--- config.mk ---
export PLATFORM = sky130hd
export DESIGN_NAME = pal_test_pattern
export DESIGN_NICKNAME = d
export VERILOG_FILES = /design/src/rtl/pal_test_pattern.sv
export SDC_FILE = /design/constraint.sdc
export NUM_CORES = 1
export LEC_CHECK = 0
export ABC_AREA = 0
export CORE_MARGIN = 1
export CORE_UTILIZATION = 26
export CTS_CLUSTER_DIAMETER = 40
export DETAILED_ROUTE_END_ITERATION = 12
export PLACE_DENSITY_LB_ADDON = 0.12
export SLEW_MARGIN = 5
export SYNTH_ARGS = -nofsm -noshare
export SYNTH_HDL_FRONTEND = slang
export SYNTH_SLANG_ARGS = --single-unit
export TNS_END_PERCENT = 10
--- constraint.sdc ---
create_clock -name palClock -period 5.6 [get_ports palClock]
set_input_delay 0.84 -clock palClock [delete_from_list [all_inputs] [get_ports palClock]]
set_output_delay 0.84 -clock palClock [all_outputs]
set_load 0.01 [all_outputs]
--- src/rtl/pal_test_pattern.sv ---
// PAL test-pattern generator: SMPTE/full-field bars, luma ramp, crosshatch, flat field and a
// moving bar, with a fixed two-cycle pipeline from raster position/controls to y/u/v.
module pal_test_pattern #(
    parameter int DATA_WIDTH   = 9,
    parameter int H_START      = 17,
    parameter int BAR_WIDTH    = 103,
    parameter int V_SPLIT1     = 324,
    parameter int V_SPLIT2     = 363,
    parameter int GRID_SPACING = 32,
    parameter int MOVE_STEP    = 4
) (
    input  logic                         palClock,
    input  logic                         reset,
    input  logic [9:0]                   hPos,
    input  logic [9:0]                   vPos,
    input  logic                         blank,
    input  logic                         sync,
    input  logic                         burst,
    input  logic                         burstPhase,
    input  logic [2:0]                   mode,
    input  logic signed [DATA_WIDTH-1:0] fieldY,
    input  logic signed [DATA_WIDTH-1:0] fieldU,
    input  logic signed [DATA_WIDTH-1:0] fieldV,
    output logic signed [DATA_WIDTH-1:0] y,
    output logic signed [DATA_WIDTH-1:0] u,
    output logic signed [DATA_WIDTH-1:0] v,
    output logic                         blankDelayed,
    output logic                         syncDelayed,
    output logic                         burstDelayed,
    output logic                         burstPhaseDelayed,
    output logic                         frameStart
);

    // Colours are carried at 12 bits internally and narrowed losslessly at the output.
    typedef struct packed {
        logic signed [11:0] cy;
        logic signed [11:0] cu;
        logic signed [11:0] cv;
    } yuv_t;

    localparam yuv_t C_BLACK    = '{12'sd0,    12'sd0,    12'sd0};
    localparam yuv_t C_WHITE    = '{12'sd235,  12'sd0,    12'sd0};
    localparam yuv_t C_YELLOW   = '{12'sd169, -12'sd83,   12'sd19};
    localparam yuv_t C_CYAN     = '{12'sd134,  12'sd28,  -12'sd117};
    localparam yuv_t C_GREEN    = '{12'sd112, -12'sd55,  -12'sd98};
    localparam yuv_t C_MAGENTA  = '{12'sd79,   12'sd55,   12'sd98};
    localparam yuv_t C_RED      = '{12'sd57,  -12'sd28,   12'sd117};
    localparam yuv_t C_BLUE     = '{12'sd22,   12'sd83,  -12'sd19};
    localparam yuv_t C_MINUS_U  = '{12'sd0,   -12'sd64,   12'sd0};
    localparam yuv_t C_PLUS_V   = '{12'sd0,    12'sd0,    12'sd64};
    localparam yuv_t C_PLUGE_LO = '{-12'sd10,  12'sd0,    12'sd0};
    localparam yuv_t C_PLUGE_HI = '{12'sd10,   12'sd0,    12'sd0};

    localparam logic [7:0]  GRID_LAST = 8'(GRID_SPACING - 1);
    localparam logic [11:0] BAR_LIMIT = 12'(H_START + 720);

    function automatic logic [2:0] bar_index(input logic [9:0] h);
        logic [2:0] idx;
        idx = 3'd0;
        for (int k = 1; k <= 6; k++) begin
            idx = idx + {2'b00, (int'(h) >= H_START + k * BAR_WIDTH)};
        end
        return idx;
    endfunction

    function automatic yuv_t top_colour(input logic [2:0] idx);
        case (idx)
            3'd0:    return C_WHITE;
            3'd1:    return C_YELLOW;
            3'd2:    return C_CYAN;
            3'd3:    return C_GREEN;
            3'd4:    return C_MAGENTA;
            3'd5:    return C_RED;
            3'd6:    return C_BLUE;
            default: return C_BLACK;
        endcase
    endfunction

    // Castellation mirrors the bars in reverse with black between them.
    function automatic yuv_t castellation(input logic [2:0] idx);
        case (idx)
            3'd0:    return C_BLUE;
            3'd2:    return C_MAGENTA;
            3'd4:    return C_CYAN;
            3'd6:    return C_WHITE;
            default: return C_BLACK;
        endcase
    endfunction

    // Bottom row: -U, white, +V, black, PLUGE low, PLUGE high, black, one per bar slot.
    function automatic yuv_t bottom_row(input logic [2:0] idx);
        case (idx)
            3'd0:    return C_MINUS_U;
            3'd1:    return C_WHITE;
            3'd2:    return C_PLUS_V;
            3'd4:    return C_PLUGE_LO;
            3'd5:    return C_PLUGE_HI;
            default: return C_BLACK;
        endcase
    endfunction

    logic                         frame_edge_s;
    logic [2:0]                   mode_r, mode_cur_s;
    logic signed [DATA_WIDTH-1:0] field_y_r, field_u_r, field_v_r;
    logic signed [DATA_WIDTH-1:0] field_y_s, field_u_s, field_v_s;
    logic [11:0]                  bar_pos_r, bar_sum_s, bar_cur_s;
    logic [7:0]                   hgrid_r, hgrid_s, vgrid_r, vgrid_s;
    logic [2:0]                   bar_idx_s;
    logic [10:0]                  h_off_s;
    logic [9:0]                   ramp_s;
    logic [11:0]                  h_ext_s;
    yuv_t                         pix_s;
    yuv_t                         p1_pix_r;
    logic [3:0]                   p1_ctl_r;
    logic                         p1_fs_r;

    assign frame_edge_s = (hPos == 10'd0) && (vPos == 10'd0);

    // Frame-boundary sampling: new settings take effect on the boundary pixel itself.
    always_comb begin
        mode_cur_s = mode_r;
        field_y_s  = field_y_r;
        field_u_s  = field_u_r;
        field_v_s  = field_v_r;
        bar_sum_s  = bar_pos_r + 12'(MOVE_STEP);
        bar_cur_s  = bar_pos_r;
        if (frame_edge_s) begin
            mode_cur_s = mode;
            field_y_s  = fieldY;
            field_u_s  = fieldU;
            field_v_s  = fieldV;
            if (bar_sum_s >= BAR_LIMIT) begin
                bar_cur_s = 12'(H_START);
            end else begin
                bar_cur_s = bar_sum_s;
            end
        end else begin
            mode_cur_s = mode_r;
        end
    end

    // Grid counters as seen by the current pixel.
    always_comb begin
        hgrid_s = hgrid_r;
        vgrid_s = vgrid_r;
        if (hPos == 10'(H_START)) begin
            hgrid_s = 8'd0;
        end else if (hgrid_r == GRID_LAST) begin
            hgrid_s = 8'd0;
        end else begin
            hgrid_s = hgrid_r + 8'd1;
        end
        if (vPos == 10'd0) begin
            vgrid_s = 8'd0;
        end else if (hPos == 10'd0) begin
            vgrid_s = (vgrid_r == GRID_LAST) ? 8'd0 : vgrid_r + 8'd1;
        end else begin
            vgrid_s = vgrid_r;
        end
    end

    // Pattern selection for the current pixel.
    always_comb begin
        pix_s     = C_BLACK;
        bar_idx_s = bar_index(hPos);
        h_off_s   = {1'b0, hPos} - 11'(H_START);
        ramp_s    = 10'(h_off_s >> 1);
        h_ext_s   = {2'b00, hPos};
        case (mode_cur_s)
            3'd0, 3'd1: begin
                if ((mode_cur_s == 3'd1) || (vPos < 10'(V_SPLIT1))) begin
                    pix_s = top_colour(bar_idx_s);
                end else if (vPos < 10'(V_SPLIT2)) begin
                    pix_s = castellation(bar_idx_s);
                end else begin
                    pix_s = bottom_row(bar_idx_s);
                end
            end
            3'd2: begin
                if (hPos < 10'(H_START)) begin
                    pix_s = C_BLACK;
                end else if (ramp_s > 10'd255) begin
                    pix_s = '{12'sd255, 12'sd0, 12'sd0};
                end else begin
                    pix_s = '{{2'b00, ramp_s}, 12'sd0, 12'sd0};
                end
            end
            3'd3: begin
                if ((hgrid_s == 8'd0) || (vgrid_s == 8'd0)) begin
                    pix_s = C_WHITE;
                end else begin
                    pix_s = C_BLACK;
                end
            end
            3'd4: begin
                pix_s = '{12'(field_y_s), 12'(field_u_s), 12'(field_v_s)};
            end
            3'd5: begin
                if ((h_ext_s >= bar_cur_s) && (h_ext_s < bar_cur_s + 12'(BAR_WIDTH)) &&
                    (hPos != 10'h3FF)) begin
                    pix_s = C_WHITE;
                end else begin
                    pix_s = C_BLACK;
                end
            end
            default: pix_s = C_BLACK;
        endcase
    end

    // Sampled settings, bar position and grid counters.
    always_ff @(posedge palClock) begin
        if (reset) begin
            mode_r    <= 3'd0;
            field_y_r <= {DATA_WIDTH{1'b0}};
            field_u_r <= {DATA_WIDTH{1'b0}};
            field_v_r <= {DATA_WIDTH{1'b0}};
            bar_pos_r <= 12'(H_START);
            hgrid_r   <= 8'd0;
            vgrid_r   <= 8'd0;
        end else begin
            mode_r    <= mode_cur_s;
            field_y_r <= field_y_s;
            field_u_r <= field_u_s;
            field_v_r <= field_v_s;
            bar_pos_r <= bar_cur_s;
            hgrid_r   <= hgrid_s;
            vgrid_r   <= vgrid_s;
        end
    end

    // Two-stage output pipeline keeping pixels, controls and frameStart aligned.
    always_ff @(posedge palClock) begin
        if (reset) begin
            p1_pix_r          <= C_BLACK;
            p1_ctl_r          <= 4'b1000;
            p1_fs_r           <= 1'b0;
            y                 <= {DATA_WIDTH{1'b0}};
            u                 <= {DATA_WIDTH{1'b0}};
            v                 <= {DATA_WIDTH{1'b0}};
            blankDelayed      <= 1'b1;
            syncDelayed       <= 1'b0;
            burstDelayed      <= 1'b0;
            burstPhaseDelayed <= 1'b0;
            frameStart        <= 1'b0;
        end else begin
            p1_pix_r          <= pix_s;
            p1_ctl_r          <= {blank, sync, burst, burstPhase};
            p1_fs_r           <= frame_edge_s;
            y                 <= DATA_WIDTH'(p1_pix_r.cy);
            u                 <= DATA_WIDTH'(p1_pix_r.cu);
            v                 <= DATA_WIDTH'(p1_pix_r.cv);
            blankDelayed      <= p1_ctl_r[3];
            syncDelayed       <= p1_ctl_r[2];
            burstDelayed      <= p1_ctl_r[1];
            burstPhaseDelayed <= p1_ctl_r[0];
            frameStart        <= p1_fs_r;
        end
    end

endmodule

==> results of run 1 <==
[flip-flops by register name, indices dropped and copies added, names as in the netlist, 4 cells and up]
signal and cells:
u 9, hgrid_r 8, bar_pos_r 12, field_v_r 9
field_y_r 9, p1_ctl_r 4, y 9, v 9
vgrid_r 8, p1_pix_r 27, field_u_r 9
[per-stage QoR]
| step | total power [W] | setup slack (ns) | hold slack [ns] | cell area, um^2 |
|---|---|---|---|---|
| floorplan | 0.00125 | 0.909 | 0.389 | 6770 |
| global placement | 0.00146 | 0.0375 | 0.396 | 8130 |
| detailed placement | 0.00145 | 0.0874 | 0.402 | 8130 |
| CTS | 0.00256 | 0.528 | 0.420 | 8700 |
| global route | 0.00265 | 0.234 | 0.448 | 8710 |
| finish | 0.00252 | 0.442 | 0.414 | 8710 |
[metal layers]
layer	up-vias	routed length (um)	global-route usage, %
li1	3012	-	-
met1	2776	11200	24.0
met2	153	8230	22.7
met3	22	844	2.79
met4	0	291	5.23
met5	-	0	0
[how the worst min path moves through the flow]
stage / start / to / cells after the start
after floorplan: p1_ctl_r[3]$_SDFF_PP1_ / blankDelayed$_SDFF_PP1_ / 1
after CTS: p1_ctl_r[3]$_SDFF_PP1_ / blankDelayed$_SDFF_PP1_ / 1
after detailed placement: p1_ctl_r[3]$_SDFF_PP1_ / blankDelayed$_SDFF_PP1_ / 1
after global routing: p1_pix_r[8]$_SDFF_PP0_ / v[8]$_SDFF_PP0_ / 1
final: p1_ctl_r[3]$_SDFF_PP1_ / blankDelayed$_SDFF_PP1_ / 1
after global placement: p1_ctl_r[3]$_SDFF_PP1_ / blankDelayed$_SDFF_PP1_ / 1
[power groups by stage]
stage | logic [W] | clock network (W) | registers [W]
after CTS | 0.000494 | 0.00112 | 0.000943
after global placement | 0.000495 | 0 | 0.000963
after global routing | 0.000549 | 0.00116 | 0.000947
after detailed placement | 0.000492 | 0 | 0.000963
after floorplan | 0.000288 | 0 | 0.000964
final | 0.000496 | 0.00109 | 0.000943
[worst max-delay path, delay by kind of cell]
kind	cells	cell delay, ns
adders and majority gates	6	2.23
buffers and inverters	5	1.07
AOI/OAI and AO/OA	6	1.03
and+or+nand+nor	2	0.27
[cell families after synthesis]
family,after synthesis,share of synthesized area (%)
AO/OA/AOI/OAI,178,18.6
buffers and inverters,64,4.60
adder cells (fa/ha/maj),34,6.58
multiplexers,32,4.75
XOR/XNOR,32,4.25
AND/OR/NAND/NOR,322,25.1
flip-flops,122,36.1
[cell usage in the layout (no fill, tap or decap), types with 12 or more instances in the layout]
master / n
dfxtp_1: 122
a21oi_1: 44
nor2_1: 107
nor3_1: 13
nand3_1: 21
clkbuf_16: 17
inv_1: 18
xnor2_1: 22
clkdlybuf4s50_1: 86
o21ai_0: 20
mux2i_1: 31
nor2b_1: 37
nand4_1: 12
nand2_1: 49
a21o_1: 14
buf_4: 42
ha_1: 30
[layout make-up]
cell class                      count  area share (%)
Clock buffer                       17            4.88
Clock inverter                     15            1.74
Inverter                           18           0.776
Multi-Input combinational cell    598            46.3
Sequential cell                   122            28.0
Tap cell                          330            4.74
Timing Repair Buffer              129            13.6
==> flow_summary.ini, run 1 <==
[clock_tree]
insertion_delay_ns = 0.43
holdBufCountCts = 0
tritoncts = done
cts-root-buf = clkbuf_16
clockBufferDepth = 2
h-tree-depth = 4
post_cts_buffers = 0
cts_buffers = 17
post_cts_resized = 0
cts.sinks = 122
clk_pin_slew_ns = 0.06

[pwr]
switching_share_pct = 31.1
intPower_w = 0.00174
p_clk_share_pct = 43.0
combPwrFrac_pct = 19.6
seqPwrFrac_pct = 37.3
power_density_mw_per_mm2 = 290
net-switching-power_w = 0.000786
p_leak_nw = 3.19
vdd_drop_max_uv = 195

[timing]
finalHoldViolations = 0
setup_viol_count_final = 0
relSlewSlack_pct = 41.5
drv_slew = 0
worst_slew_pin_slew_ns = 0.877
setup-tns-final_ns = 0
timing.final.crit_period_ns = 5.16
skew_ns = 0.0119
min_period_over_period_pct = 92.1
max_freq_ghz = 0.194
rsz0062_at_grt = no

[drt]
vias = 5963
routed_wl_um = 20600
wl_per_cell_um = 16.7
ant_nets = 0
drt_pass1_iterations = 5
drt-initial-drc-count = 268
remaining_drc_errors = 0
vias_per_cell = 4.85

[synthesis]
yosysWarnings = 0
synth_cell_types = 90
syn_nets = 873
ys_seq_area_share_pct = 36.1
synth_edf_count = 0
synth.top_cells.by_count = dfxtp_1 (122), nor2_1 (107), nand2_1 (49)
synth_top_area_share_pct = 36.1
async_flop_share_pct = 0
synth-seq-cells = 122
synth_area_mm2 = 0.00677
synthFlopType = dfxtp_1
synth.most_common_cell = dfxtp_1
avgSynthCellArea_um2 = 8.64
syn_inst = 784
yosys.area.top_type = dfxtp_1
yosys-top-cells-area = dfxtp_1 (36%), nor2_1 (5.9%), ha_1 (5.5%)

[critical_path]
r2r-end = p1_pix_r[30]$_SDFF_PP0_
crit_arrival_ns = 5.45
r2r_cells = 20
endpoint = p1_pix_r[24]$_SDFF_PP0_
crit_path_max_fanout = 7
crit_required_ns = 5.89
crit_slowest_cell = clkdlybuf4s50_1
start_kind = primary input
r2r_slack_ns = 1.07
critPathLaunch = hPos[0]
path_cells = clkdlybuf4s50_1 -> inv_1 -> ha_1 -> nor2b_1 -> o21ai_0 -> a21o_1 -> a31oi_1 -> fa_1 -> fa_1 -> inv_1 -> ha_1 -> fa_1 -> inv_1 -> ha_1 -> buf_4 -> nor2_1 -> a21oi_1 -> a221oi_1 -> o22ai_1
cpPeakStageDelay_ns = 0.66
crit_type = in -> reg
critPathCaptureType = flop
r2r-start = bar_pos_r[2]$_SDFF_PP0_

[floorplan]
die_area_mm2 = 0.0267
io_pins = 88
rows = 58
die_h_um = 163
coreArea_mm2 = 0.0254
die_w_um = 163
start_util_pct = 26.7

[finish]
multiInputGateArea_mm2 = 0.00403
drive_gt1_share_pct = 12.9
area_delta_synth_final_pct = 28.6
utilization_pct = 34.3
final_cells = 1229
seqCellArea_mm2 = 0.00244
fillers = 2687
num-nets-final = 975
diodes = 0

[hold_path]
hold_class = reg -> reg

[grt]
grt_start_max_net_pins = 83
gr-total-overflow = 0
grt_pass1_vias = 5793
antenna_found_initial = 0
grt_first_pass_wirelength_um = 32800
track_usage_pct = 16.0

[job]
cap_violations = 0

[placed_design]
place_inst = 1197
dp_hpwl_um = 15200
globalplace.congestion = 0.826
placement.io_buffers = 87

[outcome]
outcome = finished, final reports clean
Power figures use the tool's default switching activity.
==> run 2, diff against run 1 <==
- CTS_BUF_LIST: default -> sky130_fd_sc_hd__clkbuf_8 sky130_fd_sc_hd__clkbuf_16
==> results of run 2 <==
Final layout, timing and power as in run 1 (identical DEF).
